==> src/rtl/reg_file_pkg.sv <==
// reg_file_pkg: shared definitions for the multi-bank register file.
// Holds the default parameter values, the clear-sequencer state encoding
// and a bank-legality helper used by both the storage and the sequencer.
package reg_file_pkg;

  localparam int DATA_WIDTH_DEF = 32;
  localparam int ADDR_WIDTH_DEF = 5;
  localparam int NUM_BANKS_DEF  = 2;
  localparam int BANK_W_DEF     = 1;
  localparam int BYPASS_DEF     = 1;
  localparam int ZERO_REG0_DEF  = 1;

  // Bulk-clear sequencer states.
  typedef enum logic [1:0] {
    CLR_IDLE  = 2'd0,
    CLR_CLEAR = 2'd1,
    CLR_DONE  = 2'd2
  } clr_state_e;

  // A bank select is legal only when it names an existing bank; BANK_W may
  // be wider than needed, so out-of-range codes must be filtered explicitly.
  function automatic logic bank_legal(input int unsigned bank,
                                      input int unsigned num_banks);
    return (bank < num_banks);
  endfunction

endpackage

==> src/rtl/reg_clr_seq.sv <==
// reg_clr_seq: bulk-clear sequencer for reg_file_mb.
// Walks a counter over every entry of one latched bank, one entry per cycle,
// then pulses done for one cycle.
// Ports:
//   i_clk, i_rst_n      clock, asynchronous active-low reset
//   i_clr_req           clear request (ignored while busy or bank illegal)
//   i_clr_bank          bank to clear
//   o_busy              high in CLEAR and DONE (DEPTH+1 cycles)
//   o_done              one-cycle pulse in DONE
//   o_clr_en            an entry is zeroed at the next rising edge
//   o_clr_addr          entry being zeroed
//   o_clr_bank          latched bank being cleared
module reg_clr_seq
  import reg_file_pkg::*;
#(
  parameter int ADDR_WIDTH = ADDR_WIDTH_DEF,
  parameter int BANK_W     = BANK_W_DEF,
  parameter int NUM_BANKS  = NUM_BANKS_DEF
) (
  input  logic                  i_clk,
  input  logic                  i_rst_n,
  input  logic                  i_clr_req,
  input  logic [BANK_W-1:0]     i_clr_bank,
  output logic                  o_busy,
  output logic                  o_done,
  output logic                  o_clr_en,
  output logic [ADDR_WIDTH-1:0] o_clr_addr,
  output logic [BANK_W-1:0]     o_clr_bank
);

  localparam logic [ADDR_WIDTH-1:0] LAST_ADDR = {ADDR_WIDTH{1'b1}};

  clr_state_e            state_r;
  clr_state_e            state_nxt_s;
  logic [ADDR_WIDTH-1:0] cnt_r;
  logic [ADDR_WIDTH-1:0] cnt_nxt_s;
  logic [BANK_W-1:0]     bank_r;
  logic [BANK_W-1:0]     bank_nxt_s;
  logic                  busy_r;
  logic                  done_r;
  logic                  req_ok_s;

  assign req_ok_s = i_clr_req && bank_legal(32'(i_clr_bank), NUM_BANKS);

  // Next-state, counter and bank-latch logic.
  always_comb begin
    state_nxt_s = state_r;
    cnt_nxt_s   = cnt_r;
    bank_nxt_s  = bank_r;
    case (state_r)
      CLR_IDLE: begin
        if (req_ok_s) begin
          state_nxt_s = CLR_CLEAR;
          cnt_nxt_s   = {ADDR_WIDTH{1'b0}};
          bank_nxt_s  = i_clr_bank;
        end else begin
          state_nxt_s = CLR_IDLE;
        end
      end
      CLR_CLEAR: begin
        if (cnt_r == LAST_ADDR) begin
          state_nxt_s = CLR_DONE;
          cnt_nxt_s   = {ADDR_WIDTH{1'b0}};
        end else begin
          cnt_nxt_s   = cnt_r + {{(ADDR_WIDTH-1){1'b0}}, 1'b1};
        end
      end
      CLR_DONE: begin
        state_nxt_s = CLR_IDLE;
      end
      default: begin
        state_nxt_s = CLR_IDLE;
        cnt_nxt_s   = {ADDR_WIDTH{1'b0}};
      end
    endcase
  end

  // State, counter, latched bank and registered status flags.
  always_ff @(posedge i_clk or negedge i_rst_n) begin
    if (!i_rst_n) begin
      state_r <= CLR_IDLE;
      cnt_r   <= {ADDR_WIDTH{1'b0}};
      bank_r  <= {BANK_W{1'b0}};
      busy_r  <= 1'b0;
      done_r  <= 1'b0;
    end else begin
      state_r <= state_nxt_s;
      cnt_r   <= cnt_nxt_s;
      bank_r  <= bank_nxt_s;
      busy_r  <= (state_nxt_s != CLR_IDLE);
      done_r  <= (state_nxt_s == CLR_DONE);
    end
  end

  assign o_busy     = busy_r;
  assign o_done     = done_r;
  assign o_clr_en   = (state_r == CLR_CLEAR);
  assign o_clr_addr = cnt_r;
  assign o_clr_bank = bank_r;

endmodule

==> src/rtl/reg_file_mb.sv <==
// reg_file_mb: multi-bank register file with two combinational read ports,
// one write port, per-entry pending bits and a bulk bank-clear sequencer.
// Ports:
//   i_clk, i_rst_n                     clock, asynchronous active-low reset
//   i_rd_bank_a/b, i_rd_addr_a/b       read port selects
//   o_rd_data_a/b, o_pend_a/b          read data and pending bit (combinational)
//   i_wr_en, i_wr_bank/addr/data       write port
//   i_pend_set, i_pend_bank/addr       mark an entry pending
//   i_clr_req, i_clr_bank              request bulk clear of one bank
//   o_clr_busy, o_clr_done             clear in progress / completion pulse
module reg_file_mb
  import reg_file_pkg::*;
#(
  parameter int DATA_WIDTH = DATA_WIDTH_DEF,
  parameter int ADDR_WIDTH = ADDR_WIDTH_DEF,
  parameter int NUM_BANKS  = NUM_BANKS_DEF,
  parameter int BANK_W     = BANK_W_DEF,
  parameter int BYPASS     = BYPASS_DEF,
  parameter int ZERO_REG0  = ZERO_REG0_DEF
) (
  input  logic                  i_clk,
  input  logic                  i_rst_n,
  input  logic [BANK_W-1:0]     i_rd_bank_a,
  input  logic [ADDR_WIDTH-1:0] i_rd_addr_a,
  input  logic [BANK_W-1:0]     i_rd_bank_b,
  input  logic [ADDR_WIDTH-1:0] i_rd_addr_b,
  output logic [DATA_WIDTH-1:0] o_rd_data_a,
  output logic [DATA_WIDTH-1:0] o_rd_data_b,
  output logic                  o_pend_a,
  output logic                  o_pend_b,
  input  logic                  i_wr_en,
  input  logic [BANK_W-1:0]     i_wr_bank,
  input  logic [ADDR_WIDTH-1:0] i_wr_addr,
  input  logic [DATA_WIDTH-1:0] i_wr_data,
  input  logic                  i_pend_set,
  input  logic [BANK_W-1:0]     i_pend_bank,
  input  logic [ADDR_WIDTH-1:0] i_pend_addr,
  input  logic                  i_clr_req,
  input  logic [BANK_W-1:0]     i_clr_bank,
  output logic                  o_clr_busy,
  output logic                  o_clr_done
);

  localparam int DEPTH = 2**ADDR_WIDTH;

  logic [DATA_WIDTH-1:0] mem_r  [NUM_BANKS][DEPTH];
  logic [DEPTH-1:0]      pend_r [NUM_BANKS];

  logic                  clr_busy_s;
  logic                  clr_done_s;
  logic                  clr_en_s;
  logic [ADDR_WIDTH-1:0] clr_addr_s;
  logic [BANK_W-1:0]     clr_bank_s;

  logic                  wr_ok_s;
  logic                  pend_ok_s;

  logic [BANK_W-1:0]     rd_bank_s [2];
  logic [ADDR_WIDTH-1:0] rd_addr_s [2];
  logic [DATA_WIDTH-1:0] rd_data_s [2];
  logic                  rd_pend_s [2];

  // True for the hardwired-zero entry (bank 0, entry 0) when enabled.
  function automatic logic is_zero_entry(input logic [BANK_W-1:0]     bank,
                                         input logic [ADDR_WIDTH-1:0] addr);
    return (ZERO_REG0 != 0) && (bank == {BANK_W{1'b0}}) &&
           (addr == {ADDR_WIDTH{1'b0}});
  endfunction

  reg_clr_seq #(
    .ADDR_WIDTH (ADDR_WIDTH),
    .BANK_W     (BANK_W),
    .NUM_BANKS  (NUM_BANKS)
  ) u_clr_seq (
    .i_clk      (i_clk),
    .i_rst_n    (i_rst_n),
    .i_clr_req  (i_clr_req),
    .i_clr_bank (i_clr_bank),
    .o_busy     (clr_busy_s),
    .o_done     (clr_done_s),
    .o_clr_en   (clr_en_s),
    .o_clr_addr (clr_addr_s),
    .o_clr_bank (clr_bank_s)
  );

  // Writes and pending-sets are dropped for illegal banks, the zero entry,
  // and the bank currently being cleared (whole busy window, incl. DONE).
  assign wr_ok_s   = i_wr_en && bank_legal(32'(i_wr_bank), NUM_BANKS) &&
                     !is_zero_entry(i_wr_bank, i_wr_addr) &&
                     !(clr_busy_s && (i_wr_bank == clr_bank_s));
  assign pend_ok_s = i_pend_set && bank_legal(32'(i_pend_bank), NUM_BANKS) &&
                     !is_zero_entry(i_pend_bank, i_pend_addr) &&
                     !(clr_busy_s && (i_pend_bank == clr_bank_s));

  // Entry storage and pending bits; clear beats write, pending-set beats write.
  always_ff @(posedge i_clk or negedge i_rst_n) begin
    if (!i_rst_n) begin
      for (int b = 0; b < NUM_BANKS; b++) begin
        pend_r[b] <= {DEPTH{1'b0}};
        for (int d = 0; d < DEPTH; d++) begin
          mem_r[b][d] <= {DATA_WIDTH{1'b0}};
        end
      end
    end else begin
      for (int b = 0; b < NUM_BANKS; b++) begin
        for (int d = 0; d < DEPTH; d++) begin
          if (clr_en_s && (clr_bank_s == BANK_W'(b)) &&
              (clr_addr_s == ADDR_WIDTH'(d))) begin
            mem_r[b][d]  <= {DATA_WIDTH{1'b0}};
            pend_r[b][d] <= 1'b0;
          end else begin
            if (wr_ok_s && (i_wr_bank == BANK_W'(b)) &&
                (i_wr_addr == ADDR_WIDTH'(d))) begin
              mem_r[b][d] <= i_wr_data;
            end else begin
              mem_r[b][d] <= mem_r[b][d];
            end
            if (pend_ok_s && (i_pend_bank == BANK_W'(b)) &&
                (i_pend_addr == ADDR_WIDTH'(d))) begin
              pend_r[b][d] <= 1'b1;
            end else if (wr_ok_s && (i_wr_bank == BANK_W'(b)) &&
                         (i_wr_addr == ADDR_WIDTH'(d))) begin
              pend_r[b][d] <= 1'b0;
            end else begin
              pend_r[b][d] <= pend_r[b][d];
            end
          end
        end
      end
    end
  end

  assign rd_bank_s[0] = i_rd_bank_a;
  assign rd_addr_s[0] = i_rd_addr_a;
  assign rd_bank_s[1] = i_rd_bank_b;
  assign rd_addr_s[1] = i_rd_addr_b;

  // Read muxes: an illegal bank matches no loop index and so reads 0.
  // Write forwarding affects data only; pending always comes from storage.
  always_comb begin
    for (int p = 0; p < 2; p++) begin
      rd_data_s[p] = {DATA_WIDTH{1'b0}};
      rd_pend_s[p] = 1'b0;
      for (int b = 0; b < NUM_BANKS; b++) begin
        if (rd_bank_s[p] == BANK_W'(b)) begin
          rd_data_s[p] = mem_r[b][rd_addr_s[p]];
          rd_pend_s[p] = pend_r[b][rd_addr_s[p]];
        end else begin
          rd_data_s[p] = rd_data_s[p];
          rd_pend_s[p] = rd_pend_s[p];
        end
      end
      if (is_zero_entry(rd_bank_s[p], rd_addr_s[p])) begin
        rd_data_s[p] = {DATA_WIDTH{1'b0}};
        rd_pend_s[p] = 1'b0;
      end else if ((BYPASS != 0) && wr_ok_s && (i_wr_bank == rd_bank_s[p]) &&
                   (i_wr_addr == rd_addr_s[p])) begin
        rd_data_s[p] = i_wr_data;
      end else begin
        rd_data_s[p] = rd_data_s[p];
      end
    end
  end

  assign o_rd_data_a = rd_data_s[0];
  assign o_rd_data_b = rd_data_s[1];
  assign o_pend_a    = rd_pend_s[0];
  assign o_pend_b    = rd_pend_s[1];
  assign o_clr_busy  = clr_busy_s;
  assign o_clr_done  = clr_done_s;

endmodule

==> config.mk <==
export PLATFORM = sky130hd
export DESIGN_NAME = reg_file_mb
export DESIGN_NICKNAME = d
export VERILOG_FILES = /design/src/rtl/reg_file_pkg.sv /design/src/rtl/reg_clr_seq.sv /design/src/rtl/reg_file_mb.sv
export SDC_FILE = /design/constraint.sdc
export NUM_CORES = 2
export LEC_CHECK = 0
export BUFFER_PORTS_ARGS = -buffer_cell sky130_fd_sc_hd__buf_4
export CAP_MARGIN = 10
export CELL_PAD_IN_SITES_DETAIL_PLACEMENT = 1
export CELL_PAD_IN_SITES_GLOBAL_PLACEMENT = 2
export CORE_MARGIN = 3
export CORE_UTILIZATION = 45
export DETAILED_ROUTE_END_ITERATION = 10
export PLACE_DENSITY_LB_ADDON = 0.1
export RECOVER_POWER = 100
export SLEW_MARGIN = 10
export SYNTH_ARGS = -nofsm -noshare
export SYNTH_HDL_FRONTEND = slang
export SYNTH_HIERARCHICAL = 1
export SYNTH_SLANG_ARGS = --single-unit
==> constraint.sdc <==
create_clock -name i_clk -period 9.4 [get_ports i_clk]
set_input_delay 1.88 -clock i_clk [delete_from_list [all_inputs] [get_ports i_clk]]
set_output_delay 1.88 -clock i_clk [all_outputs]
set_load 0.02 [all_outputs]
# After elaboration in Yosys (flattened, before gate mapping)
# Cells that the tools add are included.
[totals] input_bits=62 out_inout_bits=68 ff_bits=2122 word_cells=958
[op_classes] n_eq_ne=103 mux=356 order_cmp=4 bitwise=8 n_reduce_logical=353 n_addsub=1
[op_table] operator="$mux 32" count=142
[op_table] operator="$bmux 32 s5" count=4
[op_table] operator="$eq 5x5->1 const B" count=48
[op_table] operator="$logic_and 1x1->1" count=212
[op_table] operator="$mux 1" count=201
[op_table] operator="$reduce_bool 3->1" count=64
[op_table] operator="$reduce_bool 2->1" count=65
[op_table] operator="$eq 5x4->1 const B" count=24
[op_table] operator="$eq 5x3->1 const B" count=12
[op_table] operator="$eq 5x2->1 const B" count=6
[op_table] operator="$logic_not 5->1" count=5
[op_table] operator="$bmux 1 s5" count=4
[op_table] operator="$eq 5x1->1 const B" count=3
[op_table] operator="$pmux 5 s3" count=1
[op_table] operator="$ge 6x6->1 const B" count=2
[op_table] operator="$lt 5x6->1 const B" count=2
[op_table] operator="$not 5->6" count=2
[op_table] operator="$eq 5x5->1" count=2
[op_table] operator="$mux 5" count=2
[op_table] operator="$not 1->1" count=6
[op_table] operator="$add 5x1->5 const B" count=1
[op_table] operator="$eq 1x1->1" count=4
[op_table] operator="$eq 2x2->1 const B" count=2
[op_table] operator="$logic_not 1->1" count=4
[op_table] operator="other kinds (6)" count=7

# Depth between registers and ports, before layout
[depth] depth_word=10 depth_mapped=13 mapped_depth_nobuf=6

# By module
# The synthesis kept the hierarchy.
[modules_own_cells] mod="reg_file_mb" n_inst=1 area_per_inst_um2=119149.3 cells_each=12326
[modules_own_cells] mod="reg_clr_seq" n_inst=1 area_per_inst_um2=485.5 cells_each=42

# Worst setup path before layout
# OpenSTA, ideal clock, no wires.
[synth_timing] path_kind="in2out" startpoint="input port i_rd_addr_b[0]" endpoint="output port o_rd_data_b[16]" path_stages=12 arrival_time_ns=4.055 t_required_ns=7.520 n_path_buf=6 slack_ns=3.465 cell_sequence="buf_4 -> buf_6 -> buf_6 -> buf_6 -> buf_6 -> buf_6 -> mux2i_1 -> a22oi_1 -> nand2_1 -> o22ai_1 -> nor3_1 -> nor4_1"
[synth_via] elab_chain_cells=7 elab_cells_between_ends=14
[synth_lines] element="start: declaration" line_no="reg_file_mb.sv:26" rtl="input logic [ADDR_WIDTH-1:0] i_rd_addr_b,"
[synth_lines] element="$not 5->6 (not written as such)" line_no="reg_file_mb.sv:146" rtl="rd_data_s[p] = mem_r[b][rd_addr_s[p]];"
[synth_lines] element="$bmux 32 s5" line_no="reg_file_mb.sv:146"
[synth_lines] element="$mux 32 (not written as such) (2 in a row)" line_no="reg_file_mb.sv:146"
[synth_lines] element="$mux 32" line_no="reg_file_mb.sv:145" rtl="if (rd_bank_s[p] == BANK_W'(b)) begin"
[synth_lines] element="$mux 32" line_no="reg_file_mb.sv:156" rtl="end else if ((BYPASS != 0) && wr_ok_s && (i_wr_bank == rd_bank_s[p]) &&"
[synth_lines] element="$mux 32 *" line_no="reg_file_mb.sv:153" rtl="if (is_zero_entry(rd_bank_s[p], rd_addr_s[p])) begin"
[synth_lines] element="end: declaration" line_no="reg_file_mb.sv:28" rtl="output logic [DATA_WIDTH-1:0] o_rd_data_b,"
# Every way passes the cells marked *; elsewhere a longest branch is shown, timed or not. The select of a mux whose other input is x is not followed.

# Final worst setup path
[layout_timing] startpoint="input port i_rd_addr_b[1]" endpoint="output port o_rd_data_b[29]"
# Same word-level chain as after synthesis.

==> results.py <==
metrics = {
    "timing": {
        "rsz0062_at_grt": "no",
        "drv_slew": 3473,
        "hold_viol": 0,
        "setup_viol": 0,
        "period_share_pct": 96.5,
        "fin_hold_ws_ps": 509,
        "relSlewSlack_pct": -341,
        "worst_slack_ps": 332,
        "fin_crit_ps": 9070,
        "skew_ps": 38.4,
        "fmax_ghz": 0.110,
        "tightest_slew_ps": 6610,
        "tns_ps": 0,
    },
    "status": {
        "failed_checks": "capacitance limit, slew limit",
        "status": "finished with violations",
    },
    "critical_path": {
        "worstPathArrival_ps": 7190,
        "required_ps": 7520,
        "r2r_slack_ps": 3890,
        "critical_path.endpoint_type": "output pin",
        "path_class": "in -> out",
        "crit_fanout": 72,
        "worstSetupStartpointType": "input port",
    },
    "cts": {
        "cts_tree": "yes",
        "cts_max_level": 5,
        "ctsResizeCount": 0,
        "worstSkewPairLatency_ps": 940,
        "post_cts_buffers": 0,
        "cts_buffer_depth": 4,
        "clkSinkCount": 2122,
        "cts_root_buffer": "clkbuf_16",
        "cts_hold_buf": 0,
        "numCtsBuffers": 262,
        "cts.clk_slew.worst_paths_ps": 60,
    },
    "global_route": {
        "grt_remaining_overflow": 0,
        "grt_busiest_layer": "met2",
        "grt_pass1_vias": 115000,
        "use_met2_pct": 69.4,
        "grt_max_degree": 162,
        "grtUsageTotal_pct": 51.0,
        "grt_pass1_wl_mm": 960,
        "grtUsageMet3_pct": 22.4,
        "antenna_found_initial": 123,
        "use_met1_pct": 61.3,
    },
    "finish": {
        "finalNetCount": 12100,
        "final_cells": 15800,
        "syn2layout_area_growth_pct": 11.5,
        "layout-drive-gt1-share_pct": 18.3,
    },
    "pwr": {
        "vdd_drop_max_v": 0.000171,
        "powerDensity_nw_per_um2": 245,
        "finalPower_mw": 32.7,
        "p_leak_nw": 54.5,
    },
    "synth": {
        "seq_area_frac_synth_pct": 44.4,
        "synth_top_area_cell": "dfrtp_1",
        "synthTopCellsByArea": "dfrtp_1 44%, mux4_2 20%, nand2_1 14%, a21oi_1 8.8%, clkbuf_1 2.8%",
        "async_reset_ff_share_pct": 100,
        "synth_cell_types": 75,
        "yosys_warnings": 6,
        "synth.avg_cell_area_um2": 9.67,
        "netlist_area_um2": 120000,
        "synth_nets": 12400,
        "synth_top_area_share_pct": 44.4,
        "synth_cells": 12400,
        "synthFlopType": "dfrtp_1",
        "synth_enable_flop_cells": 0,
        "ys_ff_latch": 2122,
    },
    "floorplanning": {
        "die_x_um": 522,
        "die-area_um2": 272000,
        "ioPinCount": 130,
        "num_rows": 188,
        "die_y_um": 522,
        "core_area_um2": 263000,
        "start_util_pct": 45.4,
    },
    "placement": {
        "place_inst": 15300,
        "dp_hpwl_mm": 418,
        "dp_slack_ps": 1390,
        "place.gp.congestion": 1.09,
        "portBuffers": 129,
    },
    "routing": {
        "vias": 115000,
        "drt_iter0_drc": 17700,
        "wirelength_mm": 700,
        "drc": 0,
        "dr.pass1.iters": 6,
        "ant_nets": 0,
        "vias_per_cell": 7.30,
        "wire_per_inst_um": 44.3,
    },
    "min_path": {
        "hold_class": "reg -> reg",
    },
    "job": {
        "drv_cap": 92,
    },
}
-- area by class of cell --
class,count,area (µm²)
clock inverter,79,1040
inverter,14,62.6
clock buffer,379,7520
timing repair buffer,615,4720
multi-input combinational,9020,62300
tap,3515,4400
sequential,2122,53100
fill,28900,130000
antenna,74,185
-- worst paths after layout --
check,endpoint,start,cells past startpoint
setup / recovery,o_rd_data_b[29],i_rd_addr_b[1],11
hold / removal,u_clr_seq/o_busy,u_clr_seq/state_r[1],1
setup reg to reg,mem_r[871],u_clr_seq/o_clr_bank,8
hold reg to reg,u_clr_seq/o_busy,u_clr_seq/state_r[1],1
max in group asynchronous,mem_r[434],i_rst_n,3
min in group asynchronous,mem_r[1833],i_rst_n,1
-- critical path: stages --
cell      delay (ps)
clkbuf_4        1050
buf_12           410
mux4_2           580
nor2b_1          150
a211oi_1         750
o21ai_0          260
buf_4            240
a21oi_1         1010
o31ai_2          190
buf_4            210
buf_4            150
-- sequential cells by signal (all words and copies together) (netlist names) --
signal	flops
u_clr_seq/o_done	1
mem_r	2048
u_clr_seq/state_r	2
u_clr_seq/o_clr_addr	5
u_clr_seq/o_clr_bank	1
pend_r	64
u_clr_seq/o_busy	1
-- metrics by stage --
step	instance area [µm²]	util, %
2_1_floorplan	120000	-
3_3_place_gp	125000	47.5
3_5_place_dp	125000	47.5
4_1_cts	134000	50.8
5_1_grt	133000	50.6
6_report	133000	50.6
-- placed cells by master (no fill, tap or decap), drive strengths merged, types with 26 or more instances in the layout --
master     n
mux4    1044
buf      478
nand2b    26
mux2      80
diode     74
o22ai     71
and2      60
clkinv    45
nor2     324
a21oi   2107
clkbuf   516
nor3      61
dfrtp   2122
nand2   4316
a22oi     95
nor2b     57
nand3     58
o21ai     95
a211oi    68
mux2i    296
-- power by group --
part / leakage, nW / internal (mW) / switching (mW) / total (mW)
sequential: 29.1 / 11.3 / 1.92 / 13.2
combinational: 21.2 / 3.51 / 5.38 / 8.89
clock: 4.21 / 6.14 / 4.42 / 10.6
-- synth_stat cells (25+ instances only) --
cell type and count:
mux2_2 79, o21ai_0 92, a211oi_1 68, and2_1 57, nor2_1 323, nor3_1 61
buf_2 133, o22ai_1 70, a21oi_1 2107, a22oi_1 95, dfrtp_1 2122, clkbuf_1 902
mux4_2 1044, buf_4 83, buf_6 46, nand2_1 4314, buf_1 45, mux2i_1 296
nor2b_1 56, nand3_1 58, nand2b_1 25
-- metal layers --
metal	wire length (µm)	up-vias	part of all wire (%)
li1	-	42700	-
met1	238000	59900	34
met2	284000	9639	41
met3	101000	3199	14
met4	76300	84	11
met5	630	-	0.090
-- cell families after synthesis --
group           after synthesis  share of synthesized area (%)
compound gates             2607                           11.8
simple gates               4978                           16.2
buf+inv                    1226                           4.57
mux                        1420                           22.9
flops                      2122                           44.4
fa+ha+maj                     2                         0.0209
xor+xnor                     13                         0.0952
(Power assumes the default switching activity.)
